$ cat src/rtl/theta_slice_stage_if.sv
// rtl/theta_slice_stage_if.sv - slice stream handshake bundle between feeder, theta stage and mapper
interface theta_slice_stage_if #(
  parameter int N         = 5,
  parameter int M         = 5,
  parameter int ZBitCount = 6
);
  logic                 inValid;
  logic                 inReady;
  logic [N*M-1:0]       inSlice;
  logic                 outValid;
  logic                 outReady;
  logic [N*M-1:0]       outSlice;
  logic [ZBitCount-1:0] outIndex;
  logic                 outLast;

  modport master (
    output inValid, inSlice, outReady,
    input  inReady, outValid, outSlice, outIndex, outLast
  );

  modport slave (
    input  inValid, inSlice, outReady,
    output inReady, outValid, outSlice, outIndex, outLast
  );
endinterface

$ cat src/rtl/theta_slice_stage.sv
// rtl/theta_slice_stage.sv - column-parity theta stage; holds slice 0 and emits it last
module theta_slice_stage #(
  parameter int N         = 5,
  parameter int M         = 5,
  parameter int Z         = 64,
  parameter int ZBitCount = 6
) (
  input logic                  clk,
  input logic                  rst_n,
  theta_slice_stage_if.slave   bus
);
  localparam int W = N * M;
  localparam logic [ZBitCount-1:0] ZLast = ZBitCount'(Z - 1);

  typedef enum logic [1:0] {
    S_FIRST  = 2'd0,
    S_STREAM = 2'd1,
    S_WRAP   = 2'd2
  } state_t;

  function automatic logic [M-1:0] parity(input logic [W-1:0] s);
    logic [M-1:0] p;
    p = '0;
    for (int i = 0; i < N; i++)
      for (int j = 0; j < M; j++)
        p[j] = p[j] ^ s[i*M+j];
    return p;
  endfunction

  function automatic logic [W-1:0] theta(input logic [W-1:0] s,
                                         input logic [M-1:0] pcur,
                                         input logic [M-1:0] pprev);
    logic [W-1:0] r;
    r = '0;
    for (int i = 0; i < N; i++)
      for (int j = 0; j < M; j++)
        r[i*M+j] = s[i*M+j] ^ pcur[(j+M-1)%M] ^ pprev[(j+1)%M];
    return r;
  endfunction

  state_t               state_q,      state_d;
  logic [W-1:0]         slice0_q,     slice0_d;
  logic [M-1:0]         first_par_q,  first_par_d;
  logic [M-1:0]         prev_par_q,   prev_par_d;
  logic [ZBitCount-1:0] z_cnt_q,      z_cnt_d;
  logic [W-1:0]         out_slice_q,  out_slice_d;
  logic [ZBitCount-1:0] out_index_q,  out_index_d;
  logic                 out_last_q,   out_last_d;
  logic                 out_valid_q,  out_valid_d;

  logic         free;
  logic         in_ready;
  logic         accept;
  logic [M-1:0] in_par;

  // inReady sees only registered state and outReady, never inValid/inSlice
  assign free     = !out_valid_q || bus.outReady;
  assign in_ready = (state_q != S_WRAP) && free;
  assign accept   = bus.inValid && in_ready;
  assign in_par   = parity(bus.inSlice);

  assign bus.inReady  = in_ready;
  assign bus.outValid = out_valid_q;
  assign bus.outSlice = out_slice_q;
  assign bus.outIndex = out_index_q;
  assign bus.outLast  = out_last_q;

  always_comb begin
    state_d     = state_q;
    slice0_d    = slice0_q;
    first_par_d = first_par_q;
    prev_par_d  = prev_par_q;
    z_cnt_d     = z_cnt_q;
    out_slice_d = out_slice_q;
    out_index_d = out_index_q;
    out_last_d  = out_last_q;
    out_valid_d = out_valid_q;

    if (free) out_valid_d = 1'b0;

    case (state_q)
      S_FIRST: begin
        if (accept) begin
          slice0_d    = bus.inSlice;
          first_par_d = in_par;
          prev_par_d  = in_par;
          z_cnt_d     = ZBitCount'(1);
          state_d     = S_STREAM;
        end
      end
      S_STREAM: begin
        if (accept) begin
          out_slice_d = theta(bus.inSlice, in_par, prev_par_q);
          out_index_d = z_cnt_q;
          out_last_d  = 1'b0;
          out_valid_d = 1'b1;
          prev_par_d  = in_par;
          if (z_cnt_q == ZLast) state_d = S_WRAP;
          else                  z_cnt_d = z_cnt_q + ZBitCount'(1);
        end
      end
      S_WRAP: begin
        // slice 0 needs slice Z-1's parity as its "previous" column parity
        if (free) begin
          out_slice_d = theta(slice0_q, first_par_q, prev_par_q);
          out_index_d = '0;
          out_last_d  = 1'b1;
          out_valid_d = 1'b1;
          state_d     = S_FIRST;
        end
      end
      default: state_d = S_FIRST;
    endcase
  end

  always_ff @(posedge clk or negedge rst_n) begin
    if (!rst_n) begin
      state_q     <= S_FIRST;
      slice0_q    <= '0;
      first_par_q <= '0;
      prev_par_q  <= '0;
      z_cnt_q     <= '0;
      out_slice_q <= '0;
      out_index_q <= '0;
      out_last_q  <= 1'b0;
      out_valid_q <= 1'b0;
    end else begin
      state_q     <= state_d;
      slice0_q    <= slice0_d;
      first_par_q <= first_par_d;
      prev_par_q  <= prev_par_d;
      z_cnt_q     <= z_cnt_d;
      out_slice_q <= out_slice_d;
      out_index_q <= out_index_d;
      out_last_q  <= out_last_d;
      out_valid_q <= out_valid_d;
    end
  end
endmodule
$ cat src/flat_wrapper.sv
// flat-port wrapper written by rule: the top's interface ports become plain ports
module theta_slice_stage_flat 
#(
  parameter int N         = 5,
  parameter int M         = 5,
  parameter int Z         = 64,
  parameter int ZBitCount = 6
)
  (clk, rst_n, bus_inValid, bus_inSlice, bus_outReady, bus_inReady, bus_outValid, bus_outSlice, bus_outIndex, bus_outLast);
  theta_slice_stage_if #(.N(N), .M(M), .ZBitCount(ZBitCount)) bus_i ();
  input logic clk;
  input logic rst_n;
  input wire logic [$bits(bus_i.inValid)-1:0] bus_inValid;
  input wire logic [$bits(bus_i.inSlice)-1:0] bus_inSlice;
  input wire logic [$bits(bus_i.outReady)-1:0] bus_outReady;
  output wire logic [$bits(bus_i.inReady)-1:0] bus_inReady;
  output wire logic [$bits(bus_i.outValid)-1:0] bus_outValid;
  output wire logic [$bits(bus_i.outSlice)-1:0] bus_outSlice;
  output wire logic [$bits(bus_i.outIndex)-1:0] bus_outIndex;
  output wire logic [$bits(bus_i.outLast)-1:0] bus_outLast;
  assign bus_i.inValid = bus_inValid;
  assign bus_i.inSlice = bus_inSlice;
  assign bus_i.outReady = bus_outReady;
  assign bus_inReady = bus_i.inReady;
  assign bus_outValid = bus_i.outValid;
  assign bus_outSlice = bus_i.outSlice;
  assign bus_outIndex = bus_i.outIndex;
  assign bus_outLast = bus_i.outLast;
  theta_slice_stage #(.N(N), .M(M), .Z(Z), .ZBitCount(ZBitCount)) u_core (.clk(clk), .rst_n(rst_n), .bus(bus_i));
endmodule
$ cat config.mk
export PLATFORM = sky130hd
export DESIGN_NAME = theta_slice_stage_flat
export DESIGN_NICKNAME = d
export VERILOG_FILES = /design/src/rtl/theta_slice_stage_if.sv /design/src/rtl/theta_slice_stage.sv /design/src/flat_wrapper.sv
export SDC_FILE = /design/constraint.sdc
export NUM_CORES = 1
export LEC_CHECK = 0
export CORE_ASPECT_RATIO = 1.2
export CORE_MARGIN = 10
export CORE_UTILIZATION = 31
export DETAILED_ROUTE_END_ITERATION = 8
export DONT_BUFFER_PORTS = 1
export GPL_TIMING_DRIVEN = 0
export SKIP_LAST_GASP = 1
export SLEW_MARGIN = 20
export SYNTH_ARGS = -nofsm -noshare
export SYNTH_HDL_FRONTEND = slang
export SYNTH_SLANG_ARGS = --single-unit
$ cat constraint.sdc
create_clock -name clk -period 1.8 [get_ports clk]
set_input_delay 0.36 -clock clk [delete_from_list [all_inputs] [get_ports clk]]
set_output_delay 0.36 -clock clk [all_outputs]
set_load 0.02 [all_outputs]
**Word-level counts from Yosys, hierarchy flattened**

Index checks and enable logic that the tools add are counted.

- Output and inout bits: 34
- Bits of input ports: 29
- Logic and storage cells: 174
- Bits in registers: 76

- Equal/unequal tests: 9
- Add/sub/neg operators: 1
- Reduce and logical (&&, ||, !) cells: 13
- Bitwise operators: 120
- Multiplexer cells: 22

Operator list:

| operator | number |
|---|---|
| 1-bit bitwise XOR | 120 |
| 25-bit 2-to-1 mux | 2 |
| 25-bit case mux with 2 select lines | 1 |
| 6-bit 2-to-1 mux | 5 |
| 6-bit case mux with 2 select lines | 2 |
| 2-bit 2-to-1 mux | 4 |
| 2-bit by 1-bit != test with 1-bit output (second input constant) | 4 |
| 4-bit AND reduction | 2 |
| 6-bit by 1-bit adder with 6-bit output (second input constant) | 1 |
| 6-bit == test (second input constant) | 1 |
| 2-bit case mux with 3 select lines | 1 |
| 1-bit 2-to-1 mux | 5 |
| 2-bit != test (second input constant) | 2 |
| 1-bit case mux with 2 select lines | 2 |
| 2-bit AND reduction | 2 |
| 2-bit nonzero test | 2 |
| 3-bit AND reduction | 1 |
| 2-bit by 1-bit == test with 1-bit output (second input constant) | 1 |
| 2-bit == test (second input constant) | 1 |
| 1-bit logical AND | 2 |
| 2-bit logical NOT | 1 |
| 2-bit OR reduction | 1 |
| 1-bit logical NOT | 1 |
| 1-bit logical OR | 1 |

**Depth between registers and ports, before layout**

- Word-level depth: 8
- Mapped depth: 10
- Mapped depth without buffers: 7

**Worst setup path after synthesis**

No wires, ideal clock.

- Path kind: flip-flop to flip-flop
- Start: register u_core.state_q[0]
- End: register u_core.slice0_q[10]
- Arrival: 1867 ps
- Buffers on the path: 2
- Setup slack: -192 ps
- Stages on the path, launching flop included: 9
- Clock period less this slack: 1992 ps
- Path through: dfrtp_1 > inv_1 > ha_1 > clkbuf_1 > nor2b_1 > and2_1 > nand2_1 > buf_2 > mux2_2

- Longest elaborated chain between the ends: 4

RTL lines:

| item | RTL line | RTL |
|---|---|---|
| start: declaration | theta_slice_stage.sv:41 | `state_t state_q, state_d;` |
| start signal: assignment | theta_slice_stage.sv:128 | `state_q <= state_d;` |
| 2-bit != test | theta_slice_stage.sv:58 | `assign in_ready = (state_q != S_WRAP) && free;` |
| 1-bit logical AND | theta_slice_stage.sv:58 |  |
| 1-bit logical AND | theta_slice_stage.sv:59 | `assign accept = bus.inValid && in_ready;` |
| 2-bit AND reduction (no line) * | n/a |  |
| end signal: assignment | theta_slice_stage.sv:129 | `slice0_q <= slice0_d;` |
| end: declaration | theta_slice_stage.sv:42 | `logic [W-1:0] slice0_q, slice0_d;` |

Mark *: on every way between the ends. The rest lies on a longest branch, timed or not.
A chain may end at the register's enable or synchronous reset.

**Worst setup path after layout**

- Start: register u_core.state_q[0]
- End: register u_core.out_slice_q[20], in the netlist u_core.bus.outSlice[20]

- Longest elaborated chain between the ends: 5

RTL lines:

| item | RTL line | RTL |
|---|---|---|
| 2-bit != test | theta_slice_stage.sv:58 |  |
| 1-bit logical AND | theta_slice_stage.sv:58 |  |
| 1-bit logical AND | theta_slice_stage.sv:59 |  |
| 2-bit by 1-bit != test with 1-bit output (no line) | n/a |  |
| 3-bit AND reduction (no line) | n/a |  |
| end signal: assignment | theta_slice_stage.sv:133 | `out_slice_q <= out_slice_d;` |
| end: declaration | theta_slice_stage.sv:46 | `logic [W-1:0] out_slice_q, out_slice_d;` |

Parallel ways exist; a longest one is shown, timed or not.

==> key figures <==
Pwr
  • Logic pwr share: 0.491
  • Max IR drop VDD: 537.6 uV
  • Share of power burned in registers: 0.334
  • Int Pwr: between 6 and 7 mW
  • Pwr dens: between 1500 and 2000 nW/um^2
  • Psw: 3.741 mW
  • Clock share of power: 0.175
  • Net Sw Frac: 0.3562
  • Power, Total: ~11 mW
  • Static Leak: 2.588 nW

Critical path
  • Critical path's largest stage delay: between 0.4 and 0.5 ns
  • CP max stage cell: dfrtp_1
  • Crit end category: flop
  • Reg-to-Reg End: u_core.bus.outSlice[20]
  • Critical path class: flop to flop
  • Crit-path max FO: 7
  • Reg2reg start: u_core.state_q[0]
  • Critical Path Start Type: flop
  • R2r setup slk: -0.05 ns
  • Worst path cell trace: buf_6 > ha_4 > inv_4 > a21oi_2 > o22ai_2 > and2_4 > buf_12 > clkbuf_16 > mux2_4
  • CP Data Arrival Time: 2.08 ns
  • Worst EP required: 2.03 ns
  • Reg2Reg Depth: 9

Yosys
  • Fraction of registers with async set/reset: 1.000
  • Total number of yosys warnings: 0
  • Post-Synthesis Cells: approximately 390
  • Number of synthesized flops with an enable pin: 0
  • Post-Synth Simple-Gate Area: 0.06792
  • Syn_nets: 420
  • XOR/XNOR Fraction of Synth Area: 0.2781
  • Largest family of logic cells by synthesized area: XOR/XNOR gates
  • Library cells used by synthesis: 35
  • Complex-gate fraction of the synthesized area: 0.06497
  • Ys flop type: dfrtp_1
  • Post-synthesis mux area share: 0.1423
  • Post-Synth Adder-Cell Area: 0.01074
  • Syn Area/Cell: ~12 sq um
  • Post-Syn Area: 4661 sq um
  • Flops & latches, synth: 76
  • Seq/Total Area, Yosys: 0.4081

Timing
  • Setup total negative slack: -0.7025 ns
  • Max-slew violation count: 0
  • Final Hold Viols: 76
  • # setup viols final: 31
  • Final Cycle Share: 1.028
  • Slew HR: 0.5297
  • Fmax: about 0.54 GHz
  • Tmin final: about 1.9 ns
  • Final hold slack: -0.2911 ns
  • Clk_skew: approximately 0.0048 ns
  • RSZ-0062 raised after global routing: true
  • Final setup margin: -0.05063 ns
  • Worst slew pin tran: between 0.7 and 0.8 ns

Cells and area
  • P&R area growth vs syn: 25.64%
  • Most frequent cells in the layout: 75 x dfrtp_1, 58 x xnor2_1, 40 x nand2_1
  • Fill cells: between 1,000 and 1,500
  • Antenna Cells: 0
  • Share of layout cells above drive strength 1: 0.3589
  • Final non-filler cell total: between 600 and 700
  • Nets: 448
  • Commonest non-fill, non-tap cell in the layout: dfrtp_1

Detailed routing
  • ANT nets after route: 0
  • Via count: approximately 3,000
  • Via/cell ratio: 4.749
  • Wirelength, routed: between 10 and 15 mm
  • DRC Markers: 0
  • Iter 0 DRT Violations: 161
  • Drt wl/cell: about 20 um
  • First drt pass iteration count: 4

Clock tree
  • Num CTS Buffers: 9
  • TritonCTS clock tree: done
  • Clk buf depth: 2
  • Sink Count: 76
  • Clock slew seen by the registers of the worst setup and hold paths: about 0.060 ns
  • Clk Tree Root Cell: clkbuf_16
  • Htree depth: 3
  • Clk Latency, worst-skew pair: between 0.3 and 0.4 ns

Die
  • DIE AREA: between 20,000 and 25,000 sq um
  • Die extent in x: 131.9 um
  • # IOs: 63
  • DIE HEIGHT: about 150 um
  • Core ar.: 14,900 sq um
  • Row cnt: 49
  • Starting Density: 0.3128

Placed design
  • Inst Count DP: roughly 590
  • Hpwl dp: slightly above 8 mm
  • Placer Congestion: roughly 0.8
  • Port bufs: 0

Global routing
  • Remaining Overflow, GRT: 0
  • Global-route usage over all layers: 0.1177
  • Initial antenna violation count: 0
  • Largest net degree at the start of global routing: 77
  • First-pass GRT wire length: between 15 and 20 mm
  • Vias in the first global route: between 3,000 and 4,000

Min path
  • HP Class: input pin to asynchronous set/reset pin

Outcome
  • Violated checks: hold timing, setup timing
  • Status: complete, but fails checks

Flow run
  • Number of max-cap violations: 0
through the flow:
stage,cell area (sq um),utilization,setup slack [ns]
5_1_grt,5856,0.3930,-0.08955
6_report,5856,0.3930,-0.05063
3_5_place_dp,4977,0.3341,-0.3239
4_1_cts,5572,0.3740,-0.1039
2_1_floorplan,4722,-,0.006403
3_3_place_gp,4977,0.3341,-0.2612
final cells by class:
class | instances | area [sq um] | area share
inverters | 3 | 13.76 | 0.002350
plain buffers | 26 | 251.5 | 0.04295
clock buffers | 12 | 256.5 | 0.04380
multi-input cells | 281 | 2885 | 0.4927
repair buffers | 18 | 255.2 | 0.04359
flip-flops and latches | 76 | 1903 | 0.3250
well taps | 204 | 255.2 | 0.04359
clock inverters | 2 | 35.03 | 0.005983
cell usage after synthesis, drive strengths merged (4+ instances only):
| cell | n | area (sq um) |
|---|---|---|
| xnor2 | 60 | 551.8 |
| o21ai | 39 | 236.5 |
| ha | 4 | 50.05 |
| nor2b | 8 | 50.05 |
| xor2 | 9 | 78.83 |
| nor2 | 9 | 33.78 |
| buf | 10 | 50.05 |
| a21oi | 6 | 30.03 |
| dfrtp | 76 | 1902 |
| xnor3 | 29 | 665.6 |
| nand2 | 41 | 153.9 |
| clkbuf | 17 | 68.81 |
| mux2 | 58 | 653.1 |
worst max-delay path, delay by kind of cell, from the launching register on:
kind            cells  cell delay (ns)
flops               1             0.41
buf+inv             4             0.52
fa+ha+maj           1             0.18
simple gates        1             0.19
mux                 1             0.30
compound gates      2             0.13
power by group through the flow:
stage,registers [mW],clock network (mW),logic [mW]
4_1_cts,3.52,1.87,4.45
3_3_place_gp,3.51,0,3.72
2_1_floorplan,3.32,0,3.21
5_1_grt,3.63,1.93,5.54
6_report,3.51,1.84,5.15
3_5_place_dp,3.54,0,3.82
flip-flops by register name (all words and copies together) (netlist names):
| register | flops |
|---|---|
| u_core.bus.outIndex | 6 |
| u_core.first_par_q | 5 |
| u_core.state_q | 2 |
| u_core.z_cnt_q | 6 |
| u_core.slice0_q | 25 |
| u_core.bus.outLast | 1 |
| u_core.bus.outValid | 1 |
| u_core.bus.outSlice | 25 |
| u_core.prev_par_q | 5 |
how the worst max path moves through the flow:
stage,startpoint,end,slack [ns],depth (start not counted)
5_1_grt,u_core.state_q[0],u_core.bus.outIndex[0],-0.09,9
3_3_place_gp,u_core.state_q[0],u_core.slice0_q[19],-0.26,8
2_1_floorplan,u_core.state_q[1],u_core.bus.outIndex[0],0.006,10
4_1_cts,u_core.state_q[0],bus_inReady,-0.10,5
6_report,u_core.state_q[0],u_core.bus.outSlice[20],-0.05,9
3_5_place_dp,u_core.state_q[0],u_core.slice0_q[18],-0.32,8
timing repair:
item                                    CTS  global route
hold endpoints to repair                 76            76
setup buffers                             9             4
cloned                                    2             3
pin swaps                                 1            10
gates resized for setup                  51            55
endpoints found under the setup margin   73            66
cells by family after synthesis:
| family | Yosys count |
|---|---|
| buffers and inverters | 30 |
| flip-flops | 76 |
| adder cells (fa/ha/maj) | 4 |
| XOR/XNOR | 98 |
| AND/OR/NAND/NOR | 70 |
| multiplexers | 59 |
| AO/OA/AOI/OAI | 50 |
metal layers:
layer / GRT usage / vias to the layer above / routed length [um] / part of all wire
li1: - / 1366 / - / -
met1: 0.1221 / 1497 / 4814 / 0.39
met2: 0.2022 / 72 / 6259 / 0.51
met3: 0.04148 / 19 / 933 / 0.075
met4: 0.06844 / 0 / 376 / 0.030
met5: 0 / - / 0 / 0
Power figures use the tool's default switching activity.
